==> src/rtl/guess_round_ctrl.sv <==
// Round controller for a symbol-sequence guessing game.
// Captures a secret sequence from four symbol buttons, then accepts up to
// MAX_TURNS guesses. Each guess is handed to an external comparator, and the
// round ends in WIN or LOSE. The sequence store and comparator sit outside
// this block; it drives their write and compare strobes.
module guess_round_ctrl #(
    parameter int MAX_LEN   = 7,
    parameter int MIN_LEN   = 4,
    parameter int MAX_TURNS = 3
) (
    input  logic       clk,
    input  logic       reset,
    input  logic [3:0] btn,
    input  logic       enter,
    output logic       wr_en,
    output logic       wr_sel,
    output logic [2:0] wr_slot,
    output logic [1:0] wr_sym,
    output logic       clr_guess,
    output logic       cmp_req,
    input  logic       cmp_done,
    input  logic       cmp_match,
    output logic [2:0] phase,
    output logic [1:0] turn,
    output logic [2:0] len_rel,
    output logic       win,
    output logic       lose
);

    typedef enum logic [2:0] {
        PH_SECRET = 3'd0,
        PH_GUESS  = 3'd1,
        PH_CMP    = 3'd2,
        PH_WIN    = 3'd3,
        PH_LOSE   = 3'd4
    } phase_t;

    localparam logic [2:0] MAX_LEN_C   = 3'(MAX_LEN);
    localparam logic [2:0] MIN_LEN_C   = 3'(MIN_LEN);
    localparam logic [1:0] MAX_TURNS_C = 2'(MAX_TURNS);

    // len_rel encoding {smaller, equal, bigger}
    localparam logic [2:0] REL_SMALLER = 3'b100;
    localparam logic [2:0] REL_EQUAL   = 3'b010;
    localparam logic [2:0] REL_BIGGER  = 3'b001;

    phase_t     state, state_n;
    logic [2:0] scount, scount_n;
    logic [2:0] gcount, gcount_n;
    logic [1:0] turn_n, turn_inc;

    // Edge-detect history; armed is low for the first cycle after reset so a
    // button held across reset deassert only loads the history.
    logic [3:0] btn_q;
    logic       enter_q;
    logic       armed;

    logic [3:0] btn_rise;
    logic       btn_hit;
    logic [1:0] btn_idx;
    logic       enter_rise;

    logic       wr_en_n, wr_sel_n, clr_guess_n, cmp_req_n, win_n, lose_n;
    logic [2:0] wr_slot_n, len_rel_n;
    logic [1:0] wr_sym_n;

    assign phase = state;

    // Press detection: rising edges only, lowest-index button has priority.
    always_comb begin
        btn_rise   = armed ? (btn & ~btn_q) : 4'b0000;
        enter_rise = armed & enter & ~enter_q;
        btn_hit    = |btn_rise;
        btn_idx    = 2'd0;
        for (int i = 3; i >= 0; i--) begin
            if (btn_rise[i]) btn_idx = 2'(i);
        end
    end

    // Next-state and registered-output values for the round FSM.
    always_comb begin
        // NOTE: every signal gets a default before the case so no path can leave one unassigned (no latches).
        state_n     = state;
        scount_n    = scount;
        gcount_n    = gcount;
        turn_n      = turn;
        turn_inc    = turn + 2'd1;
        wr_en_n     = 1'b0;
        wr_sel_n    = wr_sel;
        wr_slot_n   = wr_slot;
        wr_sym_n    = wr_sym;
        clr_guess_n = 1'b0;
        cmp_req_n   = cmp_req;
        len_rel_n   = len_rel;
        win_n       = win;
        lose_n      = lose;

        case (state)
            PH_SECRET: begin
                if (btn_hit) begin
                    // a button edge always swallows a same-cycle enter edge
                    if (scount < MAX_LEN_C) begin
                        wr_en_n   = 1'b1;
                        wr_sel_n  = 1'b0;
                        wr_slot_n = scount;
                        wr_sym_n  = btn_idx;
                        scount_n  = scount + 3'd1;
                    end
                end else if (enter_rise && (scount >= MIN_LEN_C)) begin
                    state_n  = PH_GUESS;
                    gcount_n = 3'd0;
                end
            end

            PH_GUESS: begin
                if (btn_hit) begin
                    if (gcount < MAX_LEN_C) begin
                        wr_en_n   = 1'b1;
                        wr_sel_n  = 1'b1;
                        wr_slot_n = gcount;
                        wr_sym_n  = btn_idx;
                        gcount_n  = gcount + 3'd1;
                    end
                end else if (enter_rise && (gcount >= MIN_LEN_C)) begin
                    state_n   = PH_CMP;
                    cmp_req_n = 1'b1;
                    if (gcount > scount)       len_rel_n = REL_SMALLER;
                    else if (gcount == scount) len_rel_n = REL_EQUAL;
                    else                       len_rel_n = REL_BIGGER;
                end
            end

            PH_CMP: begin
                if (cmp_done) begin
                    cmp_req_n = 1'b0;
                    if (cmp_match && (gcount == scount)) begin
                        state_n   = PH_WIN;
                        win_n     = 1'b1;
                        len_rel_n = REL_EQUAL;
                    end else begin
                        if (turn != MAX_TURNS_C) turn_n = turn_inc;
                        if (turn_inc == MAX_TURNS_C) begin
                            state_n = PH_LOSE;
                            lose_n  = 1'b1;
                        end else begin
                            state_n     = PH_GUESS;
                            clr_guess_n = 1'b1;
                            gcount_n    = 3'd0;
                        end
                    end
                end
            end

            PH_WIN, PH_LOSE: begin
                // terminal until reset
            end

            default: state_n = PH_SECRET;
        endcase
    end

    // State, counters, edge history and all outputs; reset clears everything at once.
    always_ff @(posedge clk or posedge reset) begin
        // NOTE: non-blocking assignments so every register samples pre-edge values.
        if (reset) begin
            state     <= PH_SECRET;
            scount    <= 3'd0;
            gcount    <= 3'd0;
            turn      <= 2'd0;
            btn_q     <= 4'b0000;
            enter_q   <= 1'b0;
            armed     <= 1'b0;
            wr_en     <= 1'b0;
            wr_sel    <= 1'b0;
            wr_slot   <= 3'd0;
            wr_sym    <= 2'd0;
            clr_guess <= 1'b0;
            cmp_req   <= 1'b0;
            len_rel   <= 3'b000;
            win       <= 1'b0;
            lose      <= 1'b0;
        end else begin
            state     <= state_n;
            scount    <= scount_n;
            gcount    <= gcount_n;
            turn      <= turn_n;
            btn_q     <= btn;
            enter_q   <= enter;
            armed     <= 1'b1;
            wr_en     <= wr_en_n;
            wr_sel    <= wr_sel_n;
            wr_slot   <= wr_slot_n;
            wr_sym    <= wr_sym_n;
            clr_guess <= clr_guess_n;
            cmp_req   <= cmp_req_n;
            len_rel   <= len_rel_n;
            win       <= win_n;
            lose      <= lose_n;
        end
    end

endmodule
==> config.mk <==
export PLATFORM = sky130hd
export DESIGN_NAME = guess_round_ctrl
export DESIGN_NICKNAME = d
export VERILOG_FILES = /design/src/rtl/guess_round_ctrl.sv
export SDC_FILE = /design/constraint.sdc
export NUM_CORES = 1
export LEC_CHECK = 0
export ABC_AREA = 0
export CAP_MARGIN = 10
export CORE_MARGIN = 4
export CORE_UTILIZATION = 50
export CTS_CLUSTER_SIZE = 16
export DETAILED_ROUTE_END_ITERATION = 10
export MAX_ROUTING_LAYER = met4
export PLACE_DENSITY = 0.77
export SYNTH_ARGS = -nofsm -noshare
export SYNTH_HDL_FRONTEND = slang
export SYNTH_SLANG_ARGS = --single-unit
==> constraint.sdc <==
create_clock -name clk -period 2.3 [get_ports clk]
set_input_delay 0.575 -clock clk [delete_from_list [all_inputs] [get_ports clk]]
set_output_delay 0.575 -clock clk [all_outputs]
set_load 0.01 [all_outputs]
* Word-level counts from Yosys, hierarchy flattened
Cells that the tools add are included.
Operators by class: bitwise gates (word level) 7, equal/unequal tests 19, add/subtract/negate cells 3, order comparisons 5, reductions and logical operators 18, mux-type cells 56
Operators by type and width (count):
- $mux 3 | 23
- $ne 2x2->1 const B | 13
- $mux 2 | 9
- $mux 1 | 15
- $pmux 3 s2 | 2
- $pmux 3 s4 | 1
- $reduce_and 4->1 | 3
- $reduce_and 5->1 | 2
- $pmux 3 s3 | 1
- $reduce_and 8->1 | 1
- $add 3x1->3 const B | 2
- $eq 3x2->1 const B | 2
- $ge 3x3->1 const B | 2
- $lt 3x3->1 const B | 2
- $pmux 1 s2 | 3
- $reduce_and 3->1 | 2
- $reduce_and 6->1 | 1
- $and 4x4->4 | 1
- $mux 4 | 1
- $not 4->4 | 1
- $pmux 2 s2 | 1
- $reduce_bool 2->1 | 2
- $reduce_or 4->1 | 1
- $eq 3x1->1 const B | 1
- 11 further kinds | 16
Storage, ports and cells: input port bits 9, register bits 31, logic and storage cells 124

* Longest topological paths before layout
depth in word-level cells 10, mapped depth 7, gate-level depth less buffers 7

* Worst setup path before layout
No wires, ideal clock.
kind register -> register, start point reg state[2], in the netlist phase[2], end point reg wr_sel, buffers on the path 2, setup slack 0.536 ns, arrival time 1.637 ns, stages on the path, launching flop included 8, required time 2.172 ns, period minus slack after synthesis 1.764 ns, cell sequence dfrtp_1 > buf_2 > nor2_1 > nand2_2 > o21ai_2 > and2_1 > buf_4 > mux2_1
Between the ends: word-level cells in the longest chain between the ends 3, elaborated cells between the ends (all ways) 9, those cells by class eq/ne: 5; mux: 1; reduce/logical: 3
RTL lines:
- from (decl) | RTL line 47 | phase_t state, state_n;
- from (signal assigned) | RTL line 183 | state <= state_n;
- $eq 3x1->1 / $logic_not 3->1 (equally long branches) | RTL line 98 | case (state)
- $ne 2x2->1 (no source line) / $reduce_bool 2->1 (equally long branches)
- $reduce_and 5->1 (no source line)
- to (signal assigned) | RTL line 191 | wr_sel <= wr_sel_n;
- to (decl) | RTL line 16 | output logic wr_sel,
Several ways; a longest one is shown, not always the timed one. A chain may end at the register's enable or synchronous reset.

* Worst setup path in the final report
start point reg state[0], in the netlist phase[0], end point out phase[0]
RTL lines:
- to (decl) | RTL line 23 | output logic [2:0] phase,
No word-level cell between the ends.

==> results_dict.tcl <==
set metrics [dict create \
    rsz0062_at_grt "false" \
    overflow 0 \
    cts_tree "built" \
    rows 19 \
    cts_buffer_depth 2 \
    seq_area_frac_synth 0.506 \
    end_kind "primary output" \
    dr.pass1.iters 4 \
    layout_commonest_cell "dfrtp_1" \
    diodes 0 \
    routed_wl_microns 3140 \
    worst_clock_skew_ps 3.74 \
    synth_cells 152 \
    cts_setup_buffers 0 \
    synth.top_cell.area_share 0.506 \
    path_cells "clkdlybuf4s50_1" \
    setup_viol 0 \
    start_kind "flop" \
    met3_usage 0.0604 \
    grt_pass1_wl_microns 5520 \
    area_delta_synth_final_pct 25.4 \
    power_uw 1660 \
    ys_top_cells_by_area "dfrtp_1 (51%), ha_1 (5.7%), a21oi_1 (5.2%)" \
    finalHoldViolCount 0 \
    multi_input_area_sq_um 694 \
    postSynthAreaPerCell_sq_um 10.1 \
    tightest_slew_ps 570 \
    cts_resized 0 \
    grt_util_met2 0.278 \
    io_pins 28 \
    port_buffers 27 \
    max_slew_margin 0.620 \
    placed_cell_area_sq_um 1880 \
    start_util 0.538 \
    seq_area_sq_um 776 \
    power.density_nw_per_um2 865 \
    cpLargestDelayFamily "buffers and inverters" \
    path_buf_inv 1 \
    grtUsageTotal 0.181 \
    final_cell_area_sq_um 1920 \
    drv_slew 0 \
    p_leak_uw 0.000858 \
    crit_arrival_ps 1480 \
    clk_pin_slew_ps 80 \
    synthesis.nets 168 \
    slowest_delay_ps 610 \
    cp.required_ps 1730 \
    numClockSinks 31 \
    dieWidth_microns 63.4 \
    ant_nets 0 \
    syn_area_sq_um 1530 \
    gr-usage-met1 0.221 \
    wl_per_cell_microns 14.4 \
    die_h_microns 63.4 \
    cts_buffers 5 \
    critical_path_class "reg2out" \
    clkLatencyLatePin_ps 320 \
    hold_buffers 0 \
    tns_ps 0 \
    htreeDepth 2 \
    drive_gt1_frac 0.107 \
    place_congestion 0.804 \
    final_cell_mix "dfrtp_1 (31), clkdlybuf4s50_1 (27), nand2_1 (18)" \
    layout_min_cycle_time_ps 2050 \
    fin_crit_sh 0.893 \
    antenna_found_initial 0 \
    hold_class "reg2reg" \
    viasPerCell 5.48 \
    fmax_mhz 487 \
    grt-busiest-layer "met2" \
    via_count 1195 \
    synth_top_area_cell "dfrtp_1" \
    status "completed" \
    cts_root_buf "clkbuf_4" \
    cp_slowest_cell "clkdlybuf4s50_1" \
    finalNetCount 204 \
    yosysUniqueCellTypes 39 \
    hpwl_microns 2470 \
    synth-seq-cells 31 \
    ys_warn_count 0 \
    drtIter0Drc 54 \
    dieArea_sq_um 4020 \
    grt_max_degree 19 \
    fillCellCount 238 \
    path_max_fanout 12 \
    grt_pass1_vias 1234 \
    drc 0 \
    cap_violations 0 \
    core_area_sq_um 2850 \
    ir_drop_mv 0.677 \
]
[logic make-up after synthesis]
logic type	count (synthesis)	share of synthesized area
AND/OR/NAND/NOR	54	0.187
other	1	0.00244
XOR/XNOR	2	0.0114
multiplexers	8	0.0563
AO/OA/AOI/OAI	34	0.139
buffers and inverters	15	0.0416
adder cells (fa/ha/maj)	7	0.0571
flip-flops	31	0.506
[worst paths after layout]
kind / start / end / slack [ps] / depth (start not counted)
max: phase[0] / phase[0] / 250 / 1
min: lose / lose / 490 / 1
max reg2reg: scount[2] / gcount[1] / 320 / 7
min in group asynchronous: reset / btn_q[1] / 600 / 2
min reg2reg: lose / lose / 490 / 1
max in group asynchronous: reset / len_rel[1] / 1210 / 3
[stage by stage]
step | hold slack [ps] | utilization | worst slack [ps] | instances
2_1_floorplan | 486 | - | 536 | 152
3_3_place_gp | 456 | 0.660 | 15.4 | 212
3_5_place_dp | 472 | 0.660 | -48.7 | 212
4_1_cts | 495 | 0.674 | 227 | 218
5_1_grt | 510 | 0.674 | 158 | 218
6_report | 486 | 0.674 | 246 | 218
[state kept, by name, indices dropped and copies added, names as in the netlist]
| register | flops |
|---|---|
| wr_sel | 1 |
| scount | 3 |
| wr_en | 1 |
| btn_q | 4 |
| armed | 1 |
| wr_slot | 3 |
| lose | 1 |
| wr_sym | 2 |
| turn | 2 |
| enter_q | 1 |
| win | 1 |
| gcount | 3 |
| phase | 3 |
| cmp_req | 1 |
| len_rel | 3 |
| clr_guess | 1 |
[where the power goes]
group / switching [uW] / internal, uW
clock: 161 / 108
sequential: 99.3 / 672
combinational: 290 / 333
[Yosys cell counts, drive strengths merged]
cell type and n:
o21ai 8, inv 10, xnor2 2, dfrtp 31, ha 7, or3 2
a31oi 1, a21boi 1, nand4 1, nand2b 5, mux2 5, a41oi 1
a311oi 1, nand4b 3, o21bai 1, nor3b 2, a21oi 16, and2 3
nand3 5, o31ai 1, nand2 19, nor2 5, a21o 2, a31o 1
mux2i 3, conb 1, and3 1, nor3 6, clkbuf 1, nor2b 2
buf 4, o221ai 1
[area by class of cell]
type,instances,area share
sequential,31,0.403
multi-input combinational,106,0.361
timing repair buffer,34,0.174
clock buffer,6,0.0215
tap,31,0.0202
inverter,10,0.0195
[per-layer routing]
| metal | vias up | wire (microns) |
|---|---|---|
| li1 | 601 | - |
| met4 | 0 | 57 |
| met2 | 29 | 1520 |
| met3 | 7 | 136 |
| met5 | - | 0 |
| met1 | 558 | 1430 |
Note: power is estimated with default switching activity, not from simulation.
